File: src/rtl/net_rlimit_pkg.sv
// Shared widths, the stream beat type and token clamping for the net rate limiter.
package net_rlimit_pkg;

    localparam int NET_DATA_W = 64;
    localparam int NET_KEEP_W = 8;
    localparam int RLIMIT_W   = 8;
    localparam int TOKEN_W    = 9;

    typedef struct packed {
        logic [NET_DATA_W-1:0] data;
        logic [NET_KEEP_W-1:0] keep;
        logic                  last;
    } net_beat_t;

    // The raw sum carries one extra bit so refill plus a large count never wraps.
    function automatic logic [TOKEN_W-1:0] clamp_tokens(
        input logic [TOKEN_W:0]    sum,
        input logic [RLIMIT_W-1:0] size
    );
        logic [TOKEN_W:0] size_ext;
        size_ext = {{(TOKEN_W + 1 - RLIMIT_W){1'b0}}, size};
        if (sum > size_ext) begin
            return size_ext[TOKEN_W-1:0];
        end
        return sum[TOKEN_W-1:0];
    endfunction

endpackage

File: src/rtl/net_token_bucket.sv
// Token bucket: period counter drives refills, one token is spent per accepted beat.
module net_token_bucket
    import net_rlimit_pkg::*;
(
    input  logic                clock,
    input  logic                reset,
    input  logic [RLIMIT_W-1:0] inc,
    input  logic [RLIMIT_W-1:0] period,
    input  logic [RLIMIT_W-1:0] size,
    input  logic                consume,
    output logic                tokens_nonzero
);

    logic [TOKEN_W-1:0]  r_tokens;
    logic [RLIMIT_W-1:0] r_period_cnt;

    logic               w_refill;
    logic               w_take;
    logic [TOKEN_W:0]   w_sum;
    logic [TOKEN_W-1:0] w_tokens_next;

    assign w_refill = (r_period_cnt == period);
    assign w_take   = consume && (r_tokens != '0);

    assign w_sum = {1'b0, r_tokens}
                 + (w_refill ? {{(TOKEN_W + 1 - RLIMIT_W){1'b0}}, inc} : '0)
                 - {{TOKEN_W{1'b0}}, w_take};

    assign w_tokens_next  = clamp_tokens(w_sum, size);
    assign tokens_nonzero = (r_tokens != '0);

    // A period lowered below the running count restarts the count instead of wrapping.
    always_ff @(posedge clock) begin
        if (reset) begin
            r_period_cnt <= '0;
        end else if (r_period_cnt >= period) begin
            r_period_cnt <= '0;
        end else begin
            r_period_cnt <= r_period_cnt + 8'd1;
        end
    end

    always_ff @(posedge clock) begin
        if (reset) begin
            r_tokens <= '0;
        end else begin
            r_tokens <= w_tokens_next;
        end
    end

endmodule

File: src/rtl/net_rate_limiter.sv
// Per-beat token-bucket rate limiter with a one-entry registered output slice.
// Optional statistics counters are built when NET_RLIMIT_STATS_EN is defined.
module net_rate_limiter
    import net_rlimit_pkg::*;
(
    input  logic                  clock,
    input  logic                  reset,
    input  logic                  in_valid,
    output logic                  in_ready,
    input  logic [NET_DATA_W-1:0] in_bits_data,
    input  logic [NET_KEEP_W-1:0] in_bits_keep,
    input  logic                  in_bits_last,
    output logic                  out_valid,
    input  logic                  out_ready,
    output logic [NET_DATA_W-1:0] out_bits_data,
    output logic [NET_KEEP_W-1:0] out_bits_keep,
    output logic                  out_bits_last,
    input  logic [RLIMIT_W-1:0]   rlimit_inc,
    input  logic [RLIMIT_W-1:0]   rlimit_period,
    input  logic [RLIMIT_W-1:0]   rlimit_size
`ifdef NET_RLIMIT_STATS_EN
    ,
    output logic [31:0]           stat_beats,
    output logic [31:0]           stat_pkts,
    output logic [31:0]           stat_stall_cycles
`endif
);

    logic      w_tokens_nonzero;
    logic      w_accept;
    logic      w_out_fire;
    net_beat_t w_in_beat;

    logic      r_out_valid;
    net_beat_t r_out_beat;

    net_token_bucket u_bucket (
        .clock          (clock),
        .reset          (reset),
        .inc            (rlimit_inc),
        .period         (rlimit_period),
        .size           (rlimit_size),
        .consume        (w_accept),
        .tokens_nonzero (w_tokens_nonzero)
    );

    // Ready never looks at in_valid, so upstream may wait on it without a loop.
    assign in_ready   = w_tokens_nonzero && (!r_out_valid || out_ready);
    assign w_accept   = in_valid && in_ready;
    assign w_out_fire = r_out_valid && out_ready;

    assign w_in_beat.data = in_bits_data;
    assign w_in_beat.keep = in_bits_keep;
    assign w_in_beat.last = in_bits_last;

    always_ff @(posedge clock) begin
        if (reset) begin
            r_out_valid <= 1'b0;
            r_out_beat  <= '0;
        end else if (w_accept) begin
            r_out_valid <= 1'b1;
            r_out_beat  <= w_in_beat;
        end else if (out_ready) begin
            r_out_valid <= 1'b0;
        end
    end

    assign out_valid     = r_out_valid;
    assign out_bits_data = r_out_beat.data;
    assign out_bits_keep = r_out_beat.keep;
    assign out_bits_last = r_out_beat.last;

`ifdef NET_RLIMIT_STATS_EN
    // Counter order: beats, packets, stall cycles.
    logic [2:0]  w_stat_inc;
    logic [31:0] r_stat_cnt [0:2];

    assign w_stat_inc[0] = w_out_fire;
    assign w_stat_inc[1] = w_out_fire && r_out_beat.last;
    assign w_stat_inc[2] = in_valid && !w_tokens_nonzero;

    generate
        for (genvar gi = 0; gi < 3; gi++) begin : g_stat
            always_ff @(posedge clock) begin
                if (reset) begin
                    r_stat_cnt[gi] <= '0;
                end else if (w_stat_inc[gi]) begin
                    r_stat_cnt[gi] <= r_stat_cnt[gi] + 32'd1;
                end
            end
        end
    endgenerate

    assign stat_beats        = r_stat_cnt[0];
    assign stat_pkts         = r_stat_cnt[1];
    assign stat_stall_cycles = r_stat_cnt[2];
`else
    logic w_unused_fire;
    assign w_unused_fire = w_out_fire;
`endif

endmodule

File: config.mk
export PLATFORM = sky130hd
export DESIGN_NAME = net_rate_limiter
export DESIGN_NICKNAME = d
export VERILOG_FILES = /design/src/rtl/net_rlimit_pkg.sv /design/src/rtl/net_token_bucket.sv /design/src/rtl/net_rate_limiter.sv
export SDC_FILE = /design/constraint.sdc
export NUM_CORES = 1
export LEC_CHECK = 0
export ABC_AREA = 1
export CORE_ASPECT_RATIO = 1.5
export CORE_MARGIN = 5
export CORE_UTILIZATION = 35
export DETAILED_ROUTE_END_ITERATION = 10
export HOLD_SLACK_MARGIN = 0.02
export PLACE_DENSITY_LB_ADDON = 0.2
export SYNTH_ARGS = -nofsm -noshare
export SYNTH_HDL_FRONTEND = slang
export SYNTH_SLANG_ARGS = --single-unit
File: constraint.sdc
create_clock -name clock -period 12.3 [get_ports clock]
set_input_delay 3.69 -clock clock [delete_from_list [all_inputs] [get_ports clock]]
set_output_delay 3.69 -clock clock [all_outputs]
set_load 0.01 [all_outputs]
* Yosys cells after proc, flatten, opt, wreduce, memory -nomap -nowiden
Cells that the tools add are included.
** Word-level totals
- Register bits :: 91
- Input port bits :: 101
- Output and inout bits :: 75
** Cells by class
- Add/sub/neg operators :: 3
- $lt $le $gt $ge :: 2
- Equal/unequal tests :: 1
- Multiplexer cells :: 6
- Reductions and logical operators :: 8
** Operator list (count)
- $mux 9 :: 2
- $add 9x10->10 :: 1
- $gt 10x8->1 :: 1
- $sub 10x1->10 :: 1
- $reduce_bool 9->1 :: 1
- $add 8x1->8 const B :: 1
- $eq 8x8->1 :: 1
- $ge 8x8->1 :: 1
- $mux 8 :: 1
- $logic_and 1x1->1 :: 3
- $mux 1 :: 3
- $reduce_bool 2->1 :: 1
- $reduce_or 2->1 :: 1
- $logic_not 1->1 :: 1
- $logic_or 1x1->1 :: 1

* Logic depth before layout (Yosys ltp)
Gate-level depths: netlist of run 1.
- Depth in word-level cells :: 9
- Mapped depth :: 31
- Mapped depth without buffers :: 29

* Cells and area by module
Synthesis of run 1 repeated with hierarchy kept, for this count alone.
** Unflattened totals
- Cells, all modules :: 906
- Area total of the unflattened synthesis :: 5631.7 µm²
** By module, submodules not included
- net_rate_limiter :: times used 1, cells each 634, area an instance 3852.4 µm², seq. area each 1481.4 µm²
- net_token_bucket :: times used 1, cells each 272, area an instance 1779.2 µm², seq. area each 340.3 µm²

* Least setup slack after synthesis of run 1
No wires, ideal clock.
- Path kind :: input -> output
- From :: input out_ready
- To :: output in_ready
- Arrival time :: 3.899 ns
- Data required time :: 8.610 ns
- Path slack :: 4.711 ns
- Stages on the path :: 4
- Path buffers :: 0
- Cell sequence :: inv_1 > nand2_1 > nand2_1 > inv_2
** Between the ends
- Word-level cells in the longest chain between the ends :: 2
** Ends and longest elaborated chain
- start: declaration :: RTL line net_rate_limiter.sv:14 : input logic out_ready,
- $logic_or 1x1->1 :: RTL line net_rate_limiter.sv:48 : assign in_ready = w_tokens_nonzero && (!r_out_valid || out_ready);
- $logic_and 1x1->1 :: RTL line net_rate_limiter.sv:48
- end: declaration :: RTL line net_rate_limiter.sv:9 : output logic in_ready,
No other way between the ends.

* Final worst setup path of run 1
Same ends and word-level chain as after synthesis.

==> run summary, run 1 <==
type of element launching the critical path - input pin
Leak - 3.46 nW
Final Hold Viols - 0
Die H - 153 µm
area of the multi-input gates - 2270 µm²
overall power - 1.20 mW
Async SR Flop Fraction - 0
Hold Path Stages - 1
worst path cell trace - clkdlybuf4s50_1, inv_1, nand2_1, nand2_1, inv_2, clkdlybuf4s50_1
CTS Hold Bufs - 0
Core Region - 13500 µm²
setup ws final - 3700 ps
setup TNS - 0 ps
clk buf depth - 2
vias in the first global route - 4113
initial antenna violation count - 0
Crit. End Element - output pin
Crit-path slowest cell - clkdlybuf4s50_1
DR vias/cell - 4.20
clk_skew - 8.51 ps
worst hold path class - register to register
Routed Antenna Nets - 0
number of DRC markers in iteration 0 - 125
global-route wire length before repair - 19500 µm
gr usage total - 0.149
DRC viols - 0
Worst Path Buf+Inv - 4
Netlist Area Pre-Place - 4780 µm²
measured slew at the worst slew-check pin - 980 ps
Buffers on Ports - 175
clock power share - 0.228
Yosys top cell area share - 0.381
routed wire length - 12300 µm
synth top area cells - dfxtp_1 38%, nand2_1 17%, nor2_1 14%, inv_1 11%, ha_1 8.9%
gp weighted congestion - 0.781
First-pass DRT Iterations - 4
root buf cell - clkbuf_16
setup bufs post-CTS - 0
RSZ-0062 raised after global routing - false
Critical Path AT - 4910 ps
Reg2Reg Setup Slack - 7920 ps
Num CTS Buffers - 9
Initial Util - 0.355
RR Endpoint - u_bucket.r_tokens[5]
Syn Nets - 871
Max Cap Viol - 0
CTS tree - yes
Register Area - 1820 µm²
NumNets Final - 1034
min-delay src - u_bucket.r_period_cnt[0]
leading area contributor after synthesis - dfxtp_1
Die Footprint - 16100 µm²
max incr delay on CP - 530 ps
switching share of power - 0.388
via count - 4473
Layout area overhead - 44.0%
Synth Warn # - 0
min cycle time layout - 8600 ps
Ports - 176
WS Path Type - input pin to output pin
Seq pwr share - 0.302
Max Slew Vio Count - 0
hold worst-path end - u_bucket.r_period_cnt[0]
pre-CTS WS - 3700 ps
Max transition margin - 0.347
Power Density - 175 nW/µm²
Mapped Avg Cell Area - 6.50 µm²
net load switching power - 0.466 mW
# rows - 52
status - finished clean
Synth Register Bits - 91
Post-Route Utilization - 0.511
final period utilization - 0.699
Post-synth top cells - 217 x nand2_1, 179 x nor2_1, 137 x inv_1
largest net degree at the start of global routing - 105
die width - 105 µm
clock sinks - 91
layout cells sized above 1 - 0.0310
EDFF count, synth - 0
Setup violations, final - 0
GRT Residual Overflow - 0
Max Fanout on Critical Path - 2
count leader, synth - nand2_1
max frequency - 116 MHz
Distinct cells, synth - 33
post_cts resized - 0
Fill cells - 1372
Clock Latency Late Sink - 340 ps
WL/cell - 11.6 µm
Ant. Diodes - 0
Reg2Reg Depth - 26
Peak VDD IR - 79.2 µV
post-DP HPWL - 9260 µm
clk slew on worst S/H paths - 70 ps
CTS H-tree lvls - 3
Top delay family on crit path - buffers and inverters
P_int - 0.736 mW
post-synthesis sequential area ratio - 0.381
Worst R2R Start - u_bucket.r_tokens[7]
Post-Syn Instances - 735
CP Data Required Time - 8610 ps
ys flop type - dfxtp_1
Combinational Power Share - 0.469
-- worst register-to-register path: cells and delay by family, from the launching register on --
kind	cells	cell delay, ps
xor gates and xnor gates	1	200
buffers and inverters	3	190
and+or+nand+nor	18	2390
adders and majority gates	4	1220
DFF	1	320
-- power groups by stage --
| stage | registers, mW | logic [mW] | clock network (mW) |
|---|---|---|---|
| 6_report | 0.363 | 0.564 | 0.275 |
| 5_1_grt | 0.369 | 0.649 | 0.300 |
| 4_1_cts | 0.364 | 0.574 | 0.289 |
| 3_5_place_dp | 0.370 | 0.571 | 0 |
| 3_3_place_gp | 0.369 | 0.566 | 0 |
| 2_1_floorplan | 0.383 | 0.389 | 0 |
-- cells by family after synthesis --
group / synth area share
AO/OA/AOI/OAI: 0.0194
XOR/XNOR: 0.0183
adder cells (fa/ha/maj): 0.0932
buffers and inverters: 0.144
flip-flops: 0.381
other: 0.000785
AND/OR/NAND/NOR: 0.343
-- cell usage in the layout, fill, tap and decap left out, drive strengths merged --
cell type / count
or2: 1
clkinvlp: 1
conb: 1
a31oi: 2
a21oi: 10
and2: 1
nand3: 7
nor2: 181
fa: 1
clkbuf: 10
dfxtp: 91
clkinv: 1
ha: 34
o21bai: 1
nand2: 220
a211o: 1
xor2: 6
inv: 143
buf: 2
o21ai: 1
nor3: 2
xnor2: 4
o2111ai: 1
nand4: 3
nand3b: 1
nor4: 2
clkdlybuf4s50: 175
-- layer usage --
metal,wire (µm),GRT usage,part of all wire,vias up
li1,-,-,-,2455
met1,5310,0.167,0.43,1892
met2,6120,0.274,0.50,115
met3,706,0.0363,0.057,11
met4,174,0.0475,0.014,0
met5,0,0,0,-
-- state kept, by name, indices dropped and copies added, names as in the netlist --
name / flops
out_bits_keep: 8
u_bucket.r_period_cnt: 8
out_bits_last: 1
out_valid: 1
out_bits_data: 64
u_bucket.r_tokens: 9
-- metrics by stage --
step	area [µm²]	hold slack, ps	std cells
2_1_floorplan	4780	430	735
3_3_place_gp	6590	453	1049
3_5_place_dp	6590	460	1049
4_1_cts	6880	477	1065
5_1_grt	6880	491	1065
6_report	6880	469	1065
-- worst max-delay path by stage --
stage | from | endpoint | depth (start not counted)
floorplan | out_ready | in_ready | 4
global placement | out_ready | in_ready | 6
detailed placement | out_ready | in_ready | 6
CTS | out_ready | in_ready | 6
global route | out_ready | in_ready | 6
finish | out_ready | in_ready | 6
-- layout make-up --
type | instances | area share
inverter | 139 | 0.0758
timing repair buffer | 177 | 0.257
multi-input combinational | 480 | 0.330
sequential | 91 | 0.265
tap | 162 | 0.0294
clock inverter | 6 | 0.00818
clock buffer | 10 | 0.0347
(Power assumes the default switching activity.)
==> run 2, diff against run 1 <==
==> constraint.sdc (replaced) <==
create_clock -name clock -period 7.2 [get_ports clock]
set_input_delay 2.16 -clock clock [delete_from_list [all_inputs] [get_ports clock]]
set_output_delay 2.16 -clock clock [all_outputs]
set_load 0.01 [all_outputs]
==> run 2 against run 1 <==
Critical endpoint is now u_bucket.r_tokens[3]. Clock-buffer cell count stayed put. Worst hold slack worse by 5.1 ps. Non-clock buffer count did not move. Sequential cell count is the same. Sequential share of layout area is 0.15 points lower. Register-to-register slack worse by 4900 ps. Clock skew is 2.2 ps higher.
==> run summary, run 2 (synthesis results as in run 1) <==
status - finished clean
Setup violations, final - 0
die width - 105 µm
layout cells sized above 1 - 0.0310
Crit-path slowest cell - clkdlybuf4s50_1
gp weighted congestion - 0.822
max reg flops - 64
Die Footprint - 16100 µm²
Buffers on Ports - 175
First-pass DRT Iterations - 5
CTS Hold Bufs - 0
type of element launching the critical path - input pin
Peak VDD IR - 132 µV
setup bufs post-CTS - 0
clk slew on worst S/H paths - 70 ps
hold worst-path end - u_bucket.r_period_cnt[0]
most frequent cells in the layout - 217 x nand2_1, 179 x nor2_1, 175 x clkdlybuf4s50_1
CP Data Required Time - 7480 ps
GRT Residual Overflow - 0
Worst Path Buf+Inv - 6
overall power - 2.11 mW
Critical Path AT - 6170 ps
NumNets Final - 1034
max incr delay on CP - 460 ps
Final Hold Viols - 0
Max Fanout on Critical Path - 16
min cycle time layout - 5900 ps
Hold Path Stages - 1
Register Area - 1820 µm²
via count - 4503
Ports - 176
gr usage total - 0.156
Clock Latency Late Sink - 340 ps
# rows - 52
setup TNS - 0 ps
Die H - 153 µm
area post-placement - 6590 µm²
clk buf depth - 2
RR Endpoint - u_bucket.r_tokens[3]
clock sinks - 91
Leak - 3.48 nW
pre-CTS WS - 928 ps
area of the multi-input gates - 2270 µm²
WL/cell - 11.8 µm
CTS H-tree lvls - 3
Fill cells - 1320
RSZ-0062 raised after global routing - false
Crit. End Element - register
WS Path Type - input pin to register
largest net degree at the start of global routing - 118
Reg2Reg Setup Slack - 3070 ps
Ant. Diodes - 0
min-delay src - u_bucket.r_period_cnt[0]
Max Cap Viol - 0
DR vias/cell - 4.23
vias in the first global route - 4323
Num CTS Buffers - 9
post-DP HPWL - 9560 µm
DRC viols - 0
global-route wire length before repair - 20400 µm
post_cts resized - 0
Initial Util - 0.355
routed wire length - 12500 µm
root buf cell - clkbuf_16
Core Region - 13500 µm²
Layout Cells excl Fill - 1065
initial antenna violation count - 0
Critical Path Most Common Cell - nand2_1
measured slew at the worst slew-check pin - 1110 ps
Reg2Reg Depth - 25
CTS tree - yes
setup ws final - 1300 ps
number of DRC markers in iteration 0 - 133
commonest non-fill, non-tap cell in the layout - nand2_1
Power Density - 305 nW/µm²
Layout area overhead - 44.8%
Routed Antenna Nets - 0
Top delay family on crit path - simple AND/OR/NAND/NOR gates
max frequency - 170 MHz
Worst R2R Start - u_bucket.r_tokens[6]
post-route cell area - 6920 µm²
Max transition margin - 0.259
Max Slew Vio Count - 0
worst hold path class - register to register
final period utilization - 0.819
dpl cells - 1049
clk_skew - 10.7 ps
==> run 2: cell types whose count changed in the layout (fill, tap and decap cells not counted), sizes merged <==
cell,delta
bufinv,+2
inv,-2
==> run 2: worst max-delay path by stage <==
stage	startpoint	to	cells after the start
5_1_grt	rlimit_period[7]	u_bucket.r_tokens[7]	27
2_1_floorplan	rlimit_period[7]	u_bucket.r_tokens[6]	28
3_3_place_gp	rlimit_period[7]	u_bucket.r_tokens[7]	25
3_5_place_dp	rlimit_period[7]	u_bucket.r_tokens[3]	28
4_1_cts	rlimit_period[7]	u_bucket.r_tokens[3]	28
6_report	rlimit_period[7]	u_bucket.r_tokens[3]	28
==> run 2: routing by layer <==
metal,vias up,global-route usage,part of all wire
met1,1889,0.170,0.40
met3,16,0.0435,0.073
li1,2457,-,-
met2,141,0.282,0.50
met4,0,0.0607,0.023
met5,-,0,0
==> run 2: power by group <==
group / switching (mW) / internal (mW)
Combinational: 0.540 / 0.425
Clock: 0.206 / 0.318
Sequential: 0.0410 / 0.582
==> run 2: cell type report <==
type / instances / area share
clock buffers: 10 / 0.0345
inverters: 139 / 0.0754
clock inverters: 6 / 0.0139
repair buffers: 177 / 0.255
multi-input cells: 480 / 0.329
flip-flops and latches: 91 / 0.263
well taps: 162 / 0.0293
==> run 2: through the flow <==
| stage | utilization | hold slack, ps |
|---|---|---|
| global placement | 0.489 | 450 |
| global route | 0.514 | 497 |
| CTS | 0.514 | 472 |
| finish | 0.514 | 464 |
| detailed placement | 0.489 | 456 |
| floorplan | - | 430 |
